### config.mk
export PLATFORM = sky130hd
export DESIGN_NAME = eth_fcs_inserter_flat
export DESIGN_NICKNAME = d
export VERILOG_FILES = /design/src/rtl/eth_fcs_inserter_if.sv /design/src/rtl/eth_fcs_inserter.sv /design/src/flat_wrapper.sv
export SDC_FILE = /design/constraint.sdc
export NUM_CORES = 1
export LEC_CHECK = 0
export CORE_MARGIN = 2
export CORE_UTILIZATION = 59
export DETAILED_ROUTE_END_ITERATION = 8
export GPL_TIMING_DRIVEN = 0
export HOLD_SLACK_MARGIN = 0.06
export PLACE_DENSITY_LB_ADDON = 0.3
export SLEW_MARGIN = 25
export SYNTH_ARGS = -nofsm -noshare
export SYNTH_HDL_FRONTEND = slang
export SYNTH_SLANG_ARGS = --single-unit
### constraint.sdc
create_clock -name clk -period 3.3 [get_ports clk]
set_input_delay 0.495 -clock clk [delete_from_list [all_inputs] [get_ports clk]]
set_output_delay 0.495 -clock clk [all_outputs]
set_load 0.01 [all_outputs]
### src/rtl/eth_fcs_inserter_if.sv
// ---------------------------------------------------------------------------
// eth_fcs_inserter_if
// Byte-wide AXI-stream bundle used on both sides of the FCS inserter.
//   tvalid : byte valid (master -> slave)
//   tready : byte accepted (slave -> master)
//   tlast  : last byte of frame (master -> slave)
//   tdata  : frame byte (master -> slave)
// Modports: master drives valid/last/data, slave drives ready.
// ---------------------------------------------------------------------------
interface eth_fcs_inserter_if;
    logic       tvalid;
    logic       tready;
    logic       tlast;
    logic [7:0] tdata;

    modport master (output tvalid, output tlast, output tdata, input tready);
    modport slave  (input tvalid, input tlast, input tdata, output tready);
endinterface

### src/rtl/eth_fcs_inserter.sv
// ---------------------------------------------------------------------------
// eth_fcs_inserter
// Transmit-path framer stage: passes an 8-bit frame stream through with zero
// latency, optionally zero-pads short frames to MIN_FRAME_BYTES, then appends
// the 4-byte IEEE 802.3 FCS (reflected CRC-32, low byte first). tlast is
// carried only on the final FCS byte.
//
// Ports:
//   clk      : clock
//   sresetn  : synchronous active-low reset; also gates all handshake outputs
//   axis_i   : slave stream from the MAC header/payload assembler
//   axis_o   : master stream towards the PHY-side byte interface
//
// Parameters:
//   MIN_FRAME_BYTES : minimum frame length excluding FCS (padding builds only)
//   LEN_W           : byte counter width; the counter saturates at 2^LEN_W-1
//
// Build option:
//   ETH_FCS_INSERTER_PAD_EN : when defined, short frames are zero-padded and
//   the pad bytes are covered by the FCS. When undefined, every frame goes
//   straight from DATA to FCS unpadded.
// ---------------------------------------------------------------------------
module eth_fcs_inserter #(
    parameter int MIN_FRAME_BYTES = 60,
    parameter int LEN_W           = 16
) (
    input  logic                       clk,
    input  logic                       sresetn,
    eth_fcs_inserter_if.slave          axis_i,
    eth_fcs_inserter_if.master         axis_o
);

`ifdef ETH_FCS_INSERTER_PAD_EN
    localparam bit PAD_EN = 1'b1;
`else
    localparam bit PAD_EN = 1'b0;
`endif

    typedef enum logic [1:0] {
        ST_DATA = 2'd0,
        ST_PAD  = 2'd1,
        ST_FCS  = 2'd2
    } state_t;

    // One byte through the reflected CRC-32 (poly 0x04C11DB7, LSB first).
    function automatic logic [31:0] crc32_byte(input logic [31:0] crc,
                                               input logic [7:0]  data);
        logic [31:0] r;
        r = crc ^ {24'h000000, data};
        for (int i = 0; i < 8; i++) begin
            r = r[0] ? ((r >> 1) ^ 32'hEDB88320) : (r >> 1);
        end
        return r;
    endfunction

    state_t           state_q;
    logic [31:0]      crc_q;
    logic [1:0]       idx_q;
    logic [LEN_W-1:0] cnt_q;

    logic             in_ready;
    logic             out_valid;
    logic             out_last;
    logic [7:0]       out_data;
    logic             xfer;
    logic [31:0]      crc_d;
    logic [31:0]      fcs;
    logic [LEN_W:0]   cnt_plus;
    logic [LEN_W-1:0] cnt_d;
    logic             frame_short;
    logic             pad_done;

    assign fcs         = ~crc_q;
    assign cnt_plus    = {1'b0, cnt_q} + (LEN_W+1)'(1);
    // Saturating increment: long frames keep the counter pinned, so they
    // can never look short and are never padded.
    assign cnt_d       = (&cnt_q) ? cnt_q : cnt_plus[LEN_W-1:0];
    assign frame_short = PAD_EN && (cnt_plus < (LEN_W+1)'(MIN_FRAME_BYTES));
    assign pad_done    = (cnt_plus == (LEN_W+1)'(MIN_FRAME_BYTES));

    // Handshake outputs are decoded from state and forced idle while in reset,
    // so a reset mid-frame silences the output without waiting for an edge.
    always_comb begin
        in_ready  = 1'b0;
        out_valid = 1'b0;
        out_last  = 1'b0;
        out_data  = 8'h00;
        if (sresetn) begin
            case (state_q)
                ST_DATA: begin
                    out_data  = axis_i.tdata;
                    out_valid = axis_i.tvalid;
                    in_ready  = axis_o.tready;
                end
                ST_PAD: begin
                    out_valid = 1'b1;
                end
                ST_FCS: begin
                    out_valid = 1'b1;
                    out_data  = fcs[8*idx_q +: 8];
                    out_last  = (idx_q == 2'd3);
                end
                default: begin
                    out_valid = 1'b0;
                end
            endcase
        end
    end

    assign xfer  = out_valid && axis_o.tready;
    // The CRC covers exactly what leaves on axis_o (data or pad zeros).
    assign crc_d = crc32_byte(crc_q, out_data);

    assign axis_i.tready = in_ready;
    assign axis_o.tvalid = out_valid;
    assign axis_o.tlast  = out_last;
    assign axis_o.tdata  = out_data;

    always_ff @(posedge clk) begin
        if (!sresetn) begin
            state_q <= ST_DATA;
            crc_q   <= 32'hFFFFFFFF;
            idx_q   <= 2'd0;
            cnt_q   <= '0;
        end else if (xfer) begin
            case (state_q)
                ST_DATA: begin
                    crc_q <= crc_d;
                    cnt_q <= cnt_d;
                    if (axis_i.tlast) begin
                        idx_q   <= 2'd0;
                        state_q <= frame_short ? ST_PAD : ST_FCS;
                    end
                end
                ST_PAD: begin
                    crc_q <= crc_d;
                    cnt_q <= cnt_d;
                    if (pad_done) begin
                        idx_q   <= 2'd0;
                        state_q <= ST_FCS;
                    end
                end
                ST_FCS: begin
                    idx_q <= idx_q + 2'd1;
                    if (idx_q == 2'd3) begin
                        state_q <= ST_DATA;
                        crc_q   <= 32'hFFFFFFFF;
                        cnt_q   <= '0;
                        idx_q   <= 2'd0;
                    end
                end
                default: begin
                    state_q <= ST_DATA;
                end
            endcase
        end
    end

endmodule

### src/flat_wrapper.sv
// flat-port wrapper written by rule: the top's interface ports become plain ports
module eth_fcs_inserter_flat 
#(
    parameter int MIN_FRAME_BYTES = 60,
    parameter int LEN_W           = 16
)
  (clk, sresetn, axis_i_tvalid, axis_i_tlast, axis_i_tdata, axis_i_tready, axis_o_tvalid, axis_o_tlast, axis_o_tdata, axis_o_tready);
  eth_fcs_inserter_if axis_i_i ();
  eth_fcs_inserter_if axis_o_i ();
  input  logic clk;
  input  logic sresetn;
  input wire logic [$bits(axis_i_i.tvalid)-1:0] axis_i_tvalid;
  input wire logic [$bits(axis_i_i.tlast)-1:0] axis_i_tlast;
  input wire logic [$bits(axis_i_i.tdata)-1:0] axis_i_tdata;
  output wire logic [$bits(axis_i_i.tready)-1:0] axis_i_tready;
  output wire logic [$bits(axis_o_i.tvalid)-1:0] axis_o_tvalid;
  output wire logic [$bits(axis_o_i.tlast)-1:0] axis_o_tlast;
  output wire logic [$bits(axis_o_i.tdata)-1:0] axis_o_tdata;
  input wire logic [$bits(axis_o_i.tready)-1:0] axis_o_tready;
  assign axis_i_i.tvalid = axis_i_tvalid;
  assign axis_i_i.tlast = axis_i_tlast;
  assign axis_i_i.tdata = axis_i_tdata;
  assign axis_i_tready = axis_i_i.tready;
  assign axis_o_tvalid = axis_o_i.tvalid;
  assign axis_o_tlast = axis_o_i.tlast;
  assign axis_o_tdata = axis_o_i.tdata;
  assign axis_o_i.tready = axis_o_tready;
  eth_fcs_inserter #(.MIN_FRAME_BYTES(MIN_FRAME_BYTES), .LEN_W(LEN_W)) u_core (.clk(clk), .sresetn(sresetn), .axis_i(axis_i_i), .axis_o(axis_o_i));
endmodule
==> summary.md <==
The flow ran to the end, and the final reports show no timing, DRC or antenna violations. The cell sitting at the root of the clock tree is a sky130_fd_sc_hd__clkbuf_8. Setup slack closes at 0.0902 ns. Counting cells, the worst reg-to-reg path comes to 8. Walking the worst path, the cells encountered are buf_6, buf_2, clkbuf_1, mux2_2, a21oi_1, clkdlybuf4s50_1. When the netlist entered floorplanning its net count stood at 308.

The worst-case clock buffer depth was 2; the switching portion of total power was 35.9%. After synthesis the netlist holds a flip-flop and latch count of 35. The sort of element at the end of the critical path is a primary output. Registers take 701 um2. The run gives 0 as the antenna diode count.

The average via count per standard cell was 6.33. The critical path's largest stage delay was 0.56 ns; the fraction of power consumed by sequential logic was 32.9%. Global routing consumed, over all layers together, 29.2% of the routing resources.

The reported net switching power was 0.578 mW. The logs give 1 for the post-cts sizing count and 35 for the number of sinks driven by the clock tree. Classification of the worst setup path: reg2out.

After layout, the worst path uses 97.3% of the clock period. Detailed routing placed a total of 3530 um of wire on met2. For the worst setup path, the data required time is 2.80 ns.

During placement, the flow inserted port buffers numbering 22. Final RePlAce weighted congestion: 0.858. In this run, the clock network consumes 21.8% of the power. The number of enable-type register cells in the synthesized netlist was 0. The floorplan step defined a die boundary enclosing 5320 um2. Summed over all layers, the global routing overflow is 0. The run gives 3200 um as the length of routed wiring on met1. Counting flops with an async set or reset pin after synthesis yields a share of 0%. Hold repair after CTS inserted 0 buffers. After clock tree synthesis, the setup repair step added 0 buffers. Counting every instance in the synthesized netlist gives 294. Combinational logic is responsible for 45.3% of the overall power. By area the synthesized netlist is led by sky130_fd_sc_hd__dfxtp_1, sky130_fd_sc_hd__xnor2_1, sky130_fd_sc_hd__o211ai_1. The logs give 24 for the I/O pin count and 337 for the net count reported at finish. After clock tree synthesis, the clock-pin slew on the worst setup and hold paths is 0.07 ns. Clock latency on the worst-skew pair: 0.30 ns. The library cells used most frequently in the layout, excluding fill and tap cells, are sky130_fd_sc_hd__dfxtp_1, sky130_fd_sc_hd__xnor2_1, sky130_fd_sc_hd__nand2_1. The top layer reached by signal wires is met4.

Once placement completed, the tool counted placed cells totaling 370. The post-synthesis instance area came out at 2800 um2. After floorplanning, the core was divided into 25 placement rows. The wire-length estimate of the detail-placed layout is 5310 um. Along the worst path, the maximum fanout reaches 10. The core region is 4660 um2.

The number of global-route vias before repair was 2293. The tools report the top achievable clock speed as 0.312 GHz. In the final layout, the multi-input gates occupy 1970 um2.

The worst-case IR drop observed on VDD is 0.000401 V. The count of cells in the finished layout, fillers not included, comes to 378. After synthesis, the netlist uses 53 different library cells. The number of design-rule violations left by the first detailed-router iteration came out at 240.

The headroom to the max-slew limit came out at 55.3%. Of the cells placed in the final design, the portion with a size suffix greater than 1 is 12.3%. The instance count along the most critical hold path was 2; the total negative setup slack was 0 ns.

The die is 72.9 um tall. TritonCTS built the clock tree. Worst min-delay path category: reg2reg. Setup repair after global routing left no endpoint under its margin. The slew of the pin with the lowest slew margin was 0.668 ns; the final count of negative-setup-slack endpoints was 0. The run gives 388 as the number of fill cells in the layout.

The slowest cell on the critical path was sky130_fd_sc_hd__clkdlybuf4s50_1. After layout, the minimum clock period comes to 3.21 ns. Final routed wire length divided by cell count: 19.3 um.

Final number of max-transition violations: 0. The final design utilization is 68.7%. In this run the power density over the cells is 504 nW/um2.

The area share of the largest cell type after synthesis was 25.0%; the total count of hold-check failures in the final report was 0. Summing over every cut layer, the via total after detailed routing is 2392. The analysis attributes to cell leakage a power of 1.20 nW.

Summed over all instances, the cell type with the most area after synthesis is sky130_fd_sc_hd__dfxtp_1. Buffers inserted during clock tree synthesis total 5. The initial antenna violation count was 0. Post-route worst hold slack: 0.511 ns.

The horizontal die dimension works out to 72.9 um. STA puts the critical path data arrival time at 2.71 ns. The worst setup path is launched from a flop.

Total met3 wirelength after detailed routing: 440 um. After synthesis, the mean cell area works out to 9.53 um2. On the final layout, the worst clock skew is 0.00475 ns. The detail route stage leaves a number of antenna-violating nets equal to 0. Compared with the post-synthesis result, the final layout area differs by 14.2%. The internal power of the cells totals 1.03 mW. For this block, the routed nets add up to 7280 um of wire.

The pin count of the biggest net entering global routing was 11; the part of the Yosys area used for sequential elements was 25.0%. The tools report the first-pass iteration count of the detailed router as 4. In the synthesized netlist the dominant register cell turns out to be sky130_fd_sc_hd__dfxtp_1. The first-pass GRT wire length was 11700 um; the post-place setup slack was -0.0600 ns. The initial utilization of the core area, before any placement, comes to 60.1%. During synthesis, Yosys emitted a total of 0 warnings.

After detailed routing, the number of remaining DRC violations is 0. The max-capacitance violation count was 0. The most common cell after layout, fill and taps aside was sky130_fd_sc_hd__dfxtp_1.

The clock tree synthesis step divided the H-tree into 2 levels.
synthesized netlist by cell type, types with 5 or more instances:
cell type and count:
sky130_fd_sc_hd__a21oi_1 11, sky130_fd_sc_hd__nor2b_1 7, sky130_fd_sc_hd__inv_1 6, sky130_fd_sc_hd__o21ai_0 9, sky130_fd_sc_hd__mux2i_1 11, sky130_fd_sc_hd__o211ai_1 20
sky130_fd_sc_hd__o21a_1 6, sky130_fd_sc_hd__nand4b_1 6, sky130_fd_sc_hd__nor2_1 5, sky130_fd_sc_hd__nand2_1 25, sky130_fd_sc_hd__clkbuf_1 12, sky130_fd_sc_hd__xor2_1 16
sky130_fd_sc_hd__xnor2_1 34, sky130_fd_sc_hd__dfxtp_1 35, sky130_fd_sc_hd__o22a_1 14
path summary, 6_finish.rpt:
check                               startpoint                       endpoint  slack (ns)
setup / recovery  u_core.idx_q[1]$_SDFFE_PN0P_                axis_o_tdata[1]        0.09
hold / removal    u_core.crc_q[2]$_SDFFE_PN1P_   u_core.crc_q[2]$_SDFFE_PN1P_        0.51
setup reg to reg  u_core.idx_q[1]$_SDFFE_PN0P_  u_core.crc_q[24]$_SDFFE_PN1P_        0.60
hold reg to reg   u_core.crc_q[2]$_SDFFE_PN1P_   u_core.crc_q[2]$_SDFFE_PN1P_        0.51
per-layer routing:
layer / up-vias / track usage, %
met5: - / 0
met4: 0 / 9.67
met3: 15 / 5.66
met2: 80 / 47.2
met1: 1170 / 39.3
li1: 1127 / -
power by group through the flow:
stage          Clock (mW)  Combinational (mW)  Sequential, mW
2_1_floorplan           0               0.590           0.519
3_3_place_gp            0               0.701           0.534
3_5_place_dp            0               0.719           0.537
4_1_cts             0.352               0.725           0.527
5_1_grt             0.372               0.783           0.535
6_report            0.352               0.730           0.531
layout make-up:
type	instances	area share [%]
plain buffers	21	3.79
clock buffers	8	3.13
inverters	6	0.704
multi-input cells	232	61.5
flip-flops and latches	35	21.9
well taps	54	2.11
repair buffers	22	6.88
cells by family after synthesis:
kind of cell	synth area share, %
buffers and inverters	5.09
DFF	25.0
AOI/OAI and AO/OA	27.1
adders and majority gates	0.446
and+or+nand+nor	12.0
muxes	5.54
xor gates and xnor gates	24.9
metrics by stage:
step	power, mW	area, um2
2_1_floorplan	1.11	2800
3_3_place_gp	1.23	3090
6_report	1.61	3200
3_5_place_dp	1.26	3090
5_1_grt	1.69	3200
4_1_cts	1.60	3190
worst max-delay path: cells and delay by family (launching register included):
kind / cells / cell delay [ns]
buf+inv: 4 / 1.47
flops: 1 / 0.35
mux: 1 / 0.39
compound gates: 1 / 0.19
sequential cells by signal (all words and copies together) (netlist names):
register	flops
u_core.crc_q	32
u_core.state_q	1
u_core.idx_q	2
No activity file was read; power rests on OpenSTA's default activity.
